File: src/rtl/counter_bank.sv
// Bank of CHANNELS up/down counters, each with its own limit register and
// a one-cycle boundary pulse. Define COUNTER_BANK_IRQ_EN to add sticky
// per-channel status and a registered interrupt output.

module counter_bank_ch #(
  parameter int WIDTH    = 16,
  parameter int SATURATE = 0
) (
  input  logic             clk,
  input  logic             rst_n,
  input  logic             en_i,
  input  logic             up_i,
  input  logic             cnt_we_i,
  input  logic             lim_we_i,
  input  logic [WIDTH-1:0] wdata_i,
  output logic [WIDTH-1:0] cnt_o,
  output logic             ovf_o
);
  logic [WIDTH-1:0] cnt_q, cnt_d;
  logic [WIDTH-1:0] lim_q, lim_d;
  logic             ovf_q, ovf_d;

  always_comb begin
    cnt_d = cnt_q;
    lim_d = lim_q;
    ovf_d = 1'b0;
    // A count write owns the cycle; counting compares against the old limit.
    if (cnt_we_i) begin
      cnt_d = wdata_i;
    end else if (en_i) begin
      if (up_i) begin
        if (cnt_q < lim_q) begin
          cnt_d = cnt_q + WIDTH'(1);
        end else begin
          ovf_d = 1'b1;
          cnt_d = (SATURATE != 0) ? cnt_q : '0;
        end
      end else begin
        if (cnt_q != '0) begin
          cnt_d = cnt_q - WIDTH'(1);
        end else begin
          ovf_d = 1'b1;
          cnt_d = (SATURATE != 0) ? '0 : lim_q;
        end
      end
    end
    if (lim_we_i) lim_d = wdata_i;
  end

  always_ff @(posedge clk or negedge rst_n) begin
    if (!rst_n) begin
      cnt_q <= '0;
      lim_q <= '1;
      ovf_q <= 1'b0;
    end else begin
      cnt_q <= cnt_d;
      lim_q <= lim_d;
      ovf_q <= ovf_d;
    end
  end

  assign cnt_o = cnt_q;
  assign ovf_o = ovf_q;
endmodule

module counter_bank #(
  parameter int CH_AW    = 2,
  parameter int WIDTH    = 16,
  parameter int SATURATE = 0,
  localparam int CHANNELS = 1 << CH_AW
) (
  input  logic                clk,
  input  logic                rst_n,
  input  logic [CHANNELS-1:0] en,
  input  logic [CHANNELS-1:0] up,
  input  logic                we,
  input  logic                wlim,
  input  logic [CH_AW-1:0]    waddr,
  input  logic [WIDTH-1:0]    wdata,
  input  logic [CH_AW-1:0]    raddr,
  output logic [WIDTH-1:0]    rdata,
`ifdef COUNTER_BANK_IRQ_EN
  input  logic [CHANNELS-1:0] irq_clr,
  output logic                irq,
`endif
  output logic [CHANNELS-1:0] ovf
);
  logic [CHANNELS-1:0][WIDTH-1:0] cnt;

  for (genvar g = 0; g < CHANNELS; g++) begin : g_ch
    logic sel;
    assign sel = we && (waddr == CH_AW'(g));
    counter_bank_ch #(.WIDTH(WIDTH), .SATURATE(SATURATE)) u_ch (
      .clk      (clk),
      .rst_n    (rst_n),
      .en_i     (en[g]),
      .up_i     (up[g]),
      .cnt_we_i (sel && !wlim),
      .lim_we_i (sel && wlim),
      .wdata_i  (wdata),
      .cnt_o    (cnt[g]),
      .ovf_o    (ovf[g])
    );
  end

  assign rdata = cnt[raddr];

`ifdef COUNTER_BANK_IRQ_EN
  // Status latches the visible ovf pulse; a clear in that same cycle loses.
  logic [CHANNELS-1:0] status_q, status_d;
  logic                irq_q;

  assign status_d = (status_q & ~irq_clr) | ovf;

  always_ff @(posedge clk or negedge rst_n) begin
    if (!rst_n) begin
      status_q <= '0;
      irq_q    <= 1'b0;
    end else begin
      status_q <= status_d;
      irq_q    <= |status_d;
    end
  end

  assign irq = irq_q;
`endif
endmodule

File: config.mk
export PLATFORM = sky130hd
export DESIGN_NAME = counter_bank
export DESIGN_NICKNAME = d
export VERILOG_FILES = /design/src/rtl/counter_bank.sv
export SDC_FILE = /design/constraint.sdc
export NUM_CORES = 1
export LEC_CHECK = 0
export CORE_MARGIN = 3
export CORE_UTILIZATION = 50
export CTS_BUF_LIST = sky130_fd_sc_hd__clkbuf_2
export DETAILED_ROUTE_END_ITERATION = 8
export GPL_TIMING_DRIVEN = 1
export PLACE_DENSITY = 0.68
export SKIP_LAST_GASP = 1
export SYNTH_ARGS = -nofsm -noshare
export SYNTH_HDL_FRONTEND = slang
export SYNTH_HIERARCHICAL = 1
export SYNTH_SLANG_ARGS = --single-unit
File: constraint.sdc
create_clock -name clk -period 3.3 [get_ports clk]
set_clock_uncertainty 0.05 [all_clocks]
set_input_delay 0.33 -clock clk [delete_from_list [all_inputs] [get_ports clk]]
set_output_delay 0.33 -clock clk [all_outputs]
set_load 0.01 [all_outputs]
---- After elaboration in Yosys (flattened, before gate mapping) ----
Index checks and enable logic that the tools add are counted.
storage, ports and cells
  flip-flop bits (word level) ............. 132
  bits of input ports ..................... 32
  output and inout port bits .............. 20
  word-level logic and storage cells ...... 92
cells by class
  add/subtract/negate cells ............... 8
  $lt $le $gt $ge ......................... 5
  equality and inequality tests ........... 3
  multiplexer cells ....................... 42
  reductions and logical operators ........ 22
operators by type and width
  cell                     number
  $mux W16                 21
  $add A16 B1 Y16 const B  4
  $lt A16 B16 Y1           4
  $reduce_bool A16 Y1      4
  $sub A16 B1 Y16 const B  4
  $bmux W16 S2             1
  $mux W1                  20
  $logic_and A1 B1 Y1      12
  $reduce_bool A2 Y1       4
  $eq A2 B2 Y1 const B     2
  $lt A2 B3 Y1 const B     1
  $eq A2 B1 Y1 const B     1
  $logic_not A2 Y1         1
  $logic_not A1 Y1         1

---- Longest topological paths before layout ----
Gate-level depths: netlist (run 1).
  word-level depth ........................ 5
  mapped depth ............................ 11
  gate-level depth less buffers ........... 8

---- Modules after synthesis ----
Netlist (run 1), hierarchy kept.
by module, submodules not included
  module                               instances  cells each  area an instance (µm²)  sequential area each (µm²)
  counter_bank_ch at g_ch[1].u_ch ...  2          345         2780.2                  845.8
  counter_bank_ch at g_ch[0].u_ch      1          343         2787.7                  845.8
  counter_bank_ch at g_ch[3].u_ch      1          350         2760.1                  845.8
  counter_bank                         1          28          501.7                   0.0

---- Worst setup path after synthesis (run 1) ----
OpenSTA, ideal clock, no wires.
  path kind ............................... register -> register
  start point ............................. register g_ch[0].u_ch.lim_q[14]
  end point ............................... register g_ch[0].u_ch.cnt_q[0]
  library setup time ...................... 0.134 ns
  arrival ................................. 2.339 ns
  data required time ...................... 3.116 ns
  setup slack ............................. 0.777 ns
  cell stages (with the launch flop) ...... 9
  path buffers ............................ 1
  clock period less this slack ............ 2.523 ns
  cells stage by stage .................... dfstp_2 -> inv_1 -> ha_1 -> nand4_1 -> or4_1 -> o32a_1 -> clkbuf_1 -> a221oi_1 -> o31ai_2
on the way
  longest elaborated chain between the ends .. 5
ends and longest elaborated chain
  element                   line  text
  start: declaration        20    logic [WIDTH-1:0] lim_q, lim_d;
  start signal: assignment  57    lim_q <= lim_d;
  $lt A16 B16 Y1            32    if (cnt_q < lim_q) begin
  $mux W16                  32
  $mux W16                  31    if (up_i) begin
  $mux W16                  30    end else if (en_i) begin
  $mux W16                  28    if (cnt_we_i) begin
  end signal: assignment    56    cnt_q <= cnt_d;
  end: declaration          19    logic [WIDTH-1:0] cnt_q, cnt_d;
Every way passes these cells. The select of a mux whose other input is x is not followed.
A chain may end at the register's enable or synchronous reset.

---- Worst setup path after layout (run 1) ----
  start point ............................. register g_ch[0].u_ch.cnt_q[11]
  end point ............................... output rdata[11]
on the way
  longest elaborated chain between the ends .. 2
ends and longest elaborated chain
  element                         line  text
  $bmux W16 S2                    106   assign rdata = cnt[raddr];
  $mux W16 (implied by the code)  106
  end: declaration                81    output logic [WIDTH-1:0] rdata,
Every way passes these cells. The select of a mux whose other input is x is not followed.

==> results of run 1 <==
-- cells in the final DEF, fill, tap and decap left out, drive strengths merged, types with 9 or more instances in the layout --
| cell type | netlist | final |
|---|---|---|
| clkbuf | 83 | 18 |
| o211ai | 12 | 12 |
| or4 | 20 | 20 |
| a21oi | 112 | 112 |
| clkdlybuf4s50 | 0 | 50 |
| a31oi | 32 | 32 |
| or2 | 9 | 9 |
| o221ai | 23 | 23 |
| dfstp | 64 | 64 |
| o311ai | 12 | 12 |
| nand2b | 22 | 22 |
| nor2 | 91 | 91 |
| a211o | 9 | 9 |
| mux2i | 11 | 11 |
| buf | 31 | 65 |
| xor2 | 22 | 22 |
| o21ai | 113 | 113 |
| nor4 | 32 | 32 |
| mux4 | 16 | 16 |
| nor3b | 25 | 25 |
| nand4 | 30 | 30 |
| nand2 | 128 | 128 |
| or3 | 15 | 15 |
| inv | 90 | 92 |
| nand3 | 40 | 40 |
| dfrtp | 68 | 68 |
| and3 | 11 | 11 |
| ha | 72 | 72 |
| xnor2 | 47 | 47 |
| nor3 | 55 | 55 |
-- routing by layer --
| metal | up-vias | share of wire (%) | GRT usage (%) |
|---|---|---|---|
| li1 | 5236 | - | - |
| met1 | 5500 | 41 | 44.7 |
| met2 | 744 | 43 | 49.4 |
| met3 | 144 | 11 | 7.09 |
| met4 | 0 | 4.1 | 11.7 |
| met5 | - | 0 | 0 |
-- state kept, by name (all words and copies together) (netlist names) --
name / flops
g_ch.u_ch/ovf_o: 4
g_ch.u_ch/cnt_o: 64
g_ch.u_ch/lim_q: 64
-- logic make-up (layout without fill, tap and decap cells) --
logic type	after synthesis	in the layout	synth area share (%)
buffers and inverters	207	240	7.79
muxes	29	29	4.44
other	0	1	0
DFF	132	132	29.1
adders and majority gates	72	72	7.76
AOI/OAI and AO/OA	393	393	22.1
and+or+nand+nor	509	509	23.5
xor gates and xnor gates	69	69	5.27
-- metrics by stage --
step	setup slack [ns]	area, sq um	total power [mW]
after detailed placement	0.361	12500	7.62
after CTS	0.318	12800	8.93
after floorplan	0.777	11600	6.03
final	0.329	12800	9.06
after global routing	0.212	12800	9.62
after global placement	0.392	12500	7.53
-- cell type report --
type	instances	area, sq um
well taps	285	357
clock inverters	13	206
inverters	93	349
clock buffers	18	90.1
flip-flops and latches	132	3380
multi-input cells	1072	7370
fillers	2132	9930
repair buffers	116	1010
diodes	1	2.50
-- worst min path at each step --
stage | start | to | cells after the start
6_report | rst_n | g_ch[0].u_ch/ovf_o | 2
5_1_grt | rst_n | g_ch[0].u_ch/ovf_o | 2
4_1_cts | rst_n | g_ch[0].u_ch/ovf_o | 2
3_5_place_dp | rst_n | g_ch[0].u_ch/ovf_o | 1
3_3_place_gp | rst_n | g_ch[0].u_ch/ovf_o | 1
2_1_floorplan | rst_n | g_ch[0].u_ch/cnt_o[0] | 0
-- power by group through the flow --
stage	Combinational (mW)	Sequential [mW]	Clock (mW)
after global placement	4.66	2.87	0
after CTS	4.78	2.85	1.30
final	4.90	2.88	1.28
after global routing	5.33	2.92	1.37
after detailed placement	4.75	2.87	0
after floorplan	3.49	2.54	0
-- worst register-to-register path, cell delays in order (launching register included) --
cell                       delay (ns)
sky130_fd_sc_hd__dfrtp_1         0.61
sky130_fd_sc_hd__ha_1            0.28
sky130_fd_sc_hd__or3_1           0.36
sky130_fd_sc_hd__o221ai_1        0.72
sky130_fd_sc_hd__nand4_1         0.52
sky130_fd_sc_hd__o221ai_1        0.31
-- what timing repair did --
action | 4_1_cts | 5_1_grt
hold endpoints to repair | 47 | 0
hold buffers | 1 | 0
gates resized for setup | 0 | 0
==> flow_results.xml, run 1 <==
<?xml version="1.0" encoding="UTF-8"?>
<metrics>
  <group name="status">
    <metric name="outcome" unit="">finished with violations</metric>
    <metric name="violations" unit="">design-rule violations</metric>
  </group>
  <group name="flow_run">
    <metric name="max_cap_violations" unit="">0</metric>
  </group>
  <group name="global_route">
    <metric name="overflow" unit="">0</metric>
    <metric name="grt_first_pass_wirelength" unit="mm">61.7</metric>
    <metric name="grt_max_degree" unit="">82</metric>
    <metric name="grt_usage" unit="%">32.2</metric>
    <metric name="initial_antenna_violation_count" unit="">1</metric>
    <metric name="vias_in_the_first_global_route" unit="">10600</metric>
  </group>
  <group name="timing">
    <metric name="holdWs" unit="ns">0.101</metric>
    <metric name="hold_violations" unit="">0</metric>
    <metric name="timing.final.setup_violations" unit="">0</metric>
    <metric name="grt_setup_unrepaired" unit="">false</metric>
    <metric name="tns" unit="ns">0</metric>
    <metric name="tightest_slew" unit="ns">0.948</metric>
    <metric name="maxSlewHeadroom" unit="%">36.6</metric>
    <metric name="report.final.slew_viol_count" unit="">0</metric>
    <metric name="max_freq" unit="GHz">0.337</metric>
    <metric name="post-route-period-util" unit="%">90.0</metric>
    <metric name="finalCriticalPeriod" unit="ns">2.97</metric>
  </group>
  <group name="setup_path">
    <metric name="worstPathMaxFanout" unit="">13</metric>
    <metric name="start_kind" unit="">flop</metric>
    <metric name="timing.critical_path.to_type" unit="">primary output</metric>
    <metric name="cp_cell_sequence" unit="">mux4_1, clkdlybuf4s50_1</metric>
    <metric name="rr_endpoint" unit="">g_ch[2].u_ch/cnt_o[5]</metric>
    <metric name="critical-path-slowest-cell" unit="">sky130_fd_sc_hd__mux4_1</metric>
    <metric name="cp_data_required_time" unit="ns">2.92</metric>
    <metric name="critical_path.startpoint" unit="">g_ch[0].u_ch/cnt_o[11]</metric>
    <metric name="rr_worst_depth" unit="">5</metric>
    <metric name="path_buf_inv" unit="">1</metric>
    <metric name="worst-path-stages" unit="">2</metric>
    <metric name="cp_data_arrival_time" unit="ns">2.59</metric>
    <metric name="slowest_delay" unit="ns">0.67</metric>
    <metric name="crit_family" unit="">multiplexers</metric>
    <metric name="critPathCapture" unit="">rdata[11]</metric>
    <metric name="crit_type" unit="">flop to primary output</metric>
    <metric name="r2r_setup_slack" unit="ns">0.34</metric>
    <metric name="r2r-start" unit="">g_ch[2].u_ch/cnt_o[1]</metric>
  </group>
  <group name="placement">
    <metric name="place_hpwl" unit="mm">28.1</metric>
    <metric name="gpl.final_weighted_congestion" unit="">0.976</metric>
    <metric name="count_of_buffers_inserted_at_the_top_level_ports" unit="">51</metric>
    <metric name="placedCellCount" unit="">1697</metric>
  </group>
  <group name="floorplanning">
    <metric name="floorplan.rows" unit="">55</metric>
    <metric name="start_util" unit="%">51.1</metric>
    <metric name="ios" unit="">52</metric>
    <metric name="floorplan.die.height" unit="microns">158</metric>
    <metric name="dieArea" unit="sq mm">0.0251</metric>
    <metric name="die_w" unit="microns">158</metric>
    <metric name="placeableCoreArea" unit="sq mm">0.0227</metric>
  </group>
  <group name="power">
    <metric name="comb_power_share" unit="%">54.1</metric>
    <metric name="clockPowerShare" unit="%">14.1</metric>
    <metric name="power.density" unit="mW/mm^2">709</metric>
    <metric name="total_switching_power" unit="mW">4.27</metric>
    <metric name="irDropWorstVdd" unit="V">0.000326</metric>
    <metric name="leakagePower" unit="nW">4.93</metric>
    <metric name="intPower" unit="mW">4.79</metric>
    <metric name="sw_frac_of_total" unit="%">47.1</metric>
    <metric name="share_seq_of_total_power" unit="%">31.8</metric>
  </group>
  <group name="clock_network">
    <metric name="clock_tree.htree_level_count" unit="">4</metric>
    <metric name="cts_tree" unit="">yes</metric>
    <metric name="cts_sinks" unit="">132</metric>
    <metric name="cts_made_buffers" unit="">17</metric>
    <metric name="post_cts.repair.setup_buffers" unit="">0</metric>
    <metric name="clkSlewWorstSetupHoldPaths" unit="ns">0.24</metric>
    <metric name="cts_root_buf" unit="">sky130_fd_sc_hd__clkbuf_2</metric>
    <metric name="clk_latency" unit="ns">0.75</metric>
    <metric name="clock_tree_buffer_depth" unit="">2</metric>
  </group>
  <group name="layout">
    <metric name="fraction_of_layout_instances_using_a_drive_strength_above_1" unit="%">15.0</metric>
    <metric name="num-nets-final" unit="">1536</metric>
    <metric name="syn2layout_area_growth" unit="%">10.0</metric>
    <metric name="fin_util" unit="%">56.3</metric>
    <metric name="layoutNonFillerInstCount" unit="">1730</metric>
  </group>
  <group name="logic_synthesis">
    <metric name="synthMostInstantiatedCell" unit="">sky130_fd_sc_hd__nand2_1</metric>
    <metric name="synthDistinctLibCells" unit="">82</metric>
    <metric name="yosysWarnings" unit="">6</metric>
    <metric name="syn-mean-instance-area" unit="sq um">8.23</metric>
    <metric name="synth-main-ff-cell" unit="">sky130_fd_sc_hd__dfrtp_1</metric>
    <metric name="synth_enable_flop_cells" unit="">0</metric>
    <metric name="yosys-top-cells-area" unit="">sky130_fd_sc_hd__dfrtp_1 15%, sky130_fd_sc_hd__dfstp_2 14%, sky130_fd_sc_hd__ha_1 7.8%, sky130_fd_sc_hd__a21oi_1 4.8%, sky130_fd_sc_hd__o21ai_0 4.8%</metric>
    <metric name="async_reset_ff_share" unit="%">100</metric>
    <metric name="synthCells" unit="">1411</metric>
    <metric name="synth_top_cell_by_area" unit="">sky130_fd_sc_hd__dfrtp_1</metric>
    <metric name="synth.cells.most_frequent" unit="">128 x sky130_fd_sc_hd__nand2_1, 112 x sky130_fd_sc_hd__a21oi_1, 112 x sky130_fd_sc_hd__o21ai_0</metric>
    <metric name="seq_area_frac_synth" unit="%">29.1</metric>
    <metric name="netlist_area_before_placement" unit="sq mm">0.0116</metric>
    <metric name="seq_cells_post_synth" unit="">132</metric>
    <metric name="syn-num-nets" unit="">1515</metric>
    <metric name="synthDominantCellAreaShare" unit="%">14.7</metric>
  </group>
  <group name="route">
    <metric name="dr.first_iter.drc_count" unit="">1536</metric>
    <metric name="via_count" unit="">11600</metric>
    <metric name="remaining_number_of_nets_flagged_by_the_antenna_check_after_routing" unit="">0</metric>
    <metric name="remaining_drc_errors" unit="">11</metric>
    <metric name="number_of_detailed_routing_iterations_run_before_antenna_repair" unit="">9</metric>
    <metric name="routed_wirelength" unit="mm">40.7</metric>
    <metric name="post_drt_wl_per_cell" unit="microns">23.5</metric>
    <metric name="routed_via_density" unit="">6.72</metric>
  </group>
  <group name="worst_hold_path">
    <metric name="classification_of_the_worst_slack_hold_path" unit="">input port to async pin</metric>
  </group>
</metrics>
Note: power is estimated with default switching activity, not from simulation.
==> run 2: changes to the inputs <==
- CELL_PAD_IN_SITES_DETAIL_PLACEMENT: unset -> 1
- CELL_PAD_IN_SITES_GLOBAL_PLACEMENT: unset -> 2
- CORE_UTILIZATION: 50 -> 39
- PLACE_DENSITY: 0.68 -> unset
- PLACE_DENSITY_LB_ADDON: unset -> 0.1
==> run 2 against run 1 <==
Against the previous run:
- the run now ends clean
- setup slack improved by 0.027 ns
- clock power about the same
- design area increased by 2.4%
- highest routed layer unchanged
- non-clock buffer count increased by 19
- via count decreased by 0.13%
- routed wire length increased by 19%
- utilization decreased by 11 points
==> flow_results.xml, run 2 (synthesis gave the netlist of run 1 again) <==
<?xml version="1.0" encoding="UTF-8"?>
<metrics>
  <group name="clock_network">
    <metric name="clock_tree_buffer_depth" unit="">2</metric>
    <metric name="clock_tree.htree_level_count" unit="">4</metric>
    <metric name="cts_root_buf" unit="">sky130_fd_sc_hd__clkbuf_2</metric>
    <metric name="cts_made_buffers" unit="">17</metric>
    <metric name="clk_latency" unit="ns">0.79</metric>
    <metric name="cts_sinks" unit="">132</metric>
    <metric name="cts_tree" unit="">yes</metric>
    <metric name="post_cts_resized" unit="">0</metric>
    <metric name="clkSlewWorstSetupHoldPaths" unit="ns">0.27</metric>
  </group>
  <group name="setup_path">
    <metric name="cp_data_required_time" unit="ns">2.92</metric>
    <metric name="start_kind" unit="">flop</metric>
    <metric name="critical_path.startpoint" unit="">g_ch[0].u_ch/cnt_o[13]</metric>
    <metric name="crit_type" unit="">flop to primary output</metric>
    <metric name="timing.critical_path.to_type" unit="">primary output</metric>
    <metric name="r2r-start" unit="">g_ch[0].u_ch/cnt_o[1]</metric>
    <metric name="rr_worst_depth" unit="">7</metric>
    <metric name="worstPathMaxFanout" unit="">10</metric>
    <metric name="cp_data_arrival_time" unit="ns">2.56</metric>
    <metric name="r2r_setup_slack" unit="ns">0.46</metric>
  </group>
  <group name="global_route">
    <metric name="initial_antenna_violation_count" unit="">2</metric>
    <metric name="grt_usage" unit="%">30.6</metric>
    <metric name="grt_first_pass_wirelength" unit="mm">73.5</metric>
    <metric name="overflow" unit="">0</metric>
    <metric name="vias_in_the_first_global_route" unit="">11700</metric>
    <metric name="grt_max_degree" unit="">62</metric>
  </group>
  <group name="route">
    <metric name="number_of_detailed_routing_iterations_run_before_antenna_repair" unit="">5</metric>
    <metric name="via_count" unit="">11600</metric>
    <metric name="remaining_number_of_nets_flagged_by_the_antenna_check_after_routing" unit="">0</metric>
    <metric name="dr.first_iter.drc_count" unit="">856</metric>
    <metric name="routed_via_density" unit="">6.28</metric>
    <metric name="routed_wirelength" unit="mm">48.4</metric>
    <metric name="remaining_drc_errors" unit="">0</metric>
    <metric name="post_drt_wl_per_cell" unit="microns">26.2</metric>
  </group>
  <group name="timing">
    <metric name="grt_setup_unrepaired" unit="">false</metric>
    <metric name="maxSlewHeadroom" unit="%">36.9</metric>
    <metric name="hold_violations" unit="">0</metric>
    <metric name="report.final.slew_viol_count" unit="">0</metric>
    <metric name="tightest_slew" unit="ns">0.943</metric>
    <metric name="post-route-period-util" unit="%">89.2</metric>
    <metric name="max_freq" unit="GHz">0.340</metric>
    <metric name="tns" unit="ns">0</metric>
    <metric name="timing.final.setup_violations" unit="">0</metric>
    <metric name="finalCriticalPeriod" unit="ns">2.94</metric>
  </group>
  <group name="power">
    <metric name="intPower" unit="mW">4.83</metric>
    <metric name="design_power_total" unit="mW">9.33</metric>
    <metric name="irDropWorstVdd" unit="V">0.000347</metric>
    <metric name="clockPowerShare" unit="%">14.0</metric>
    <metric name="power.density" unit="mW/mm^2">714</metric>
    <metric name="comb_power_share" unit="%">54.8</metric>
    <metric name="sw_frac_of_total" unit="%">48.2</metric>
    <metric name="total_switching_power" unit="mW">4.50</metric>
    <metric name="share_seq_of_total_power" unit="%">31.2</metric>
    <metric name="leakagePower" unit="nW">5.02</metric>
  </group>
  <group name="layout">
    <metric name="sequential_cell_area" unit="sq mm">0.00338</metric>
    <metric name="nFillCells" unit="">3511</metric>
    <metric name="syn2layout_area_growth" unit="%">12.6</metric>
    <metric name="layoutNonFillerInstCount" unit="">1850</metric>
    <metric name="multi_input_area" unit="sq mm">0.00738</metric>
    <metric name="layout.cells.most_common" unit="">sky130_fd_sc_hd__nand2_1</metric>
    <metric name="fraction_of_layout_instances_using_a_drive_strength_above_1" unit="%">16.0</metric>
    <metric name="final_cell_mix" unit="">128 x sky130_fd_sc_hd__nand2_1, 112 x sky130_fd_sc_hd__a21oi_1, 112 x sky130_fd_sc_hd__o21ai_0</metric>
    <metric name="num-nets-final" unit="">1555</metric>
  </group>
  <group name="floorplanning">
    <metric name="floorplan.rows" unit="">62</metric>
    <metric name="floorplan.die.height" unit="microns">179</metric>
    <metric name="ios" unit="">52</metric>
    <metric name="start_util" unit="%">40.0</metric>
    <metric name="dieArea" unit="sq mm">0.0319</metric>
    <metric name="die_w" unit="microns">179</metric>
    <metric name="placeableCoreArea" unit="sq mm">0.0290</metric>
  </group>
  <group name="placement">
    <metric name="placedCellCount" unit="">1813</metric>
    <metric name="gpl.final_weighted_congestion" unit="">0.921</metric>
    <metric name="place_hpwl" unit="mm">34.6</metric>
    <metric name="count_of_buffers_inserted_at_the_top_level_ports" unit="">51</metric>
  </group>
  <group name="worst_hold_path">
    <metric name="worstHoldPathCells" unit="">3</metric>
    <metric name="classification_of_the_worst_slack_hold_path" unit="">input port to flop</metric>
    <metric name="timing.hold.worst.start" unit="">up[1]</metric>
  </group>
  <group name="flow_run">
    <metric name="max_cap_violations" unit="">0</metric>
  </group>
  <group name="status">
    <metric name="outcome" unit="">finished, final reports clean</metric>
  </group>
</metrics>
[run 2: cell types whose count changed in the layout (fill, tap and decap cells not counted), sizes merged]
| cell | delta |
|---|---|
| buf | +18 |
| clkinv | +2 |
| clkbuf | -1 |
| clkinvlp | +1 |
| diode | +1 |
| dlygate4sd3 | +1 |
| inv | -1 |
[run 2: worst max-delay path: stages (launching register included)]
cell,delay [ns]
sky130_fd_sc_hd__dfrtp_1,0.46
sky130_fd_sc_hd__buf_4,0.19
sky130_fd_sc_hd__mux4_1,0.59
sky130_fd_sc_hd__clkdlybuf4s50_1,0.52
[run 2: cell type report]
type	instances	share of cell area [%]
well taps	384	3.67
multi-input cells	1072	56.4
clock buffers	17	0.651
clock inverters	15	1.62
inverters	93	2.67
diodes	2	0.0383
repair buffers	135	9.06
flip-flops and latches	132	25.9
[run 2: per-layer routing]
| layer | vias up | part of all wire, % | GRT usage, % |
|---|---|---|---|
| li1 | 5263 | - | - |
| met1 | 5964 | 45 | 42.6 |
| met2 | 329 | 48 | 51.0 |
| met3 | 53 | 4.9 | 3.68 |
| met4 | 0 | 1.7 | 6.98 |
| met5 | - | 0 | 0 |
[run 2: power by group through the flow]
stage	logic (mW)	registers, mW	clock network [mW]
2_1_floorplan	3.49	2.54	0
3_3_place_gp	4.90	2.92	0
3_5_place_dp	5.01	2.92	0
4_1_cts	5.05	2.90	1.34
5_1_grt	5.57	2.99	1.39
6_report	5.11	2.91	1.31
[run 2: repair_timing]
item	4_1_cts	5_1_grt
hold buffers	3	0
endpoints found under the hold margin	89	0
buffers inserted	0	0
setup endpoints to repair	0	0
[run 2: through the flow]
step	utilization [%]	setup slack [ns]	hold WS, ns	area [sq um]
after floorplan	-	0.777	-0.0156	11600
after global placement	43.9	0.532	0.278	12700
after detailed placement	43.9	0.495	0.287	12700
after CTS	45.1	0.297	0.149	13100
after global routing	45.1	0.235	0.157	13100
final	45.1	0.357	0.211	13100
[run 2: path summary, 6_finish.rpt]
check                                         endpoint
worst max-delay path                         rdata[13]
worst min-delay path             g_ch[1].u_ch/cnt_o[7]
worst max register to register   g_ch[0].u_ch/cnt_o[0]
worst min register to register   g_ch[2].u_ch/lim_q[2]
max in group asynchronous        g_ch[1].u_ch/lim_q[7]
min in group asynchronous       g_ch[1].u_ch/cnt_o[15]
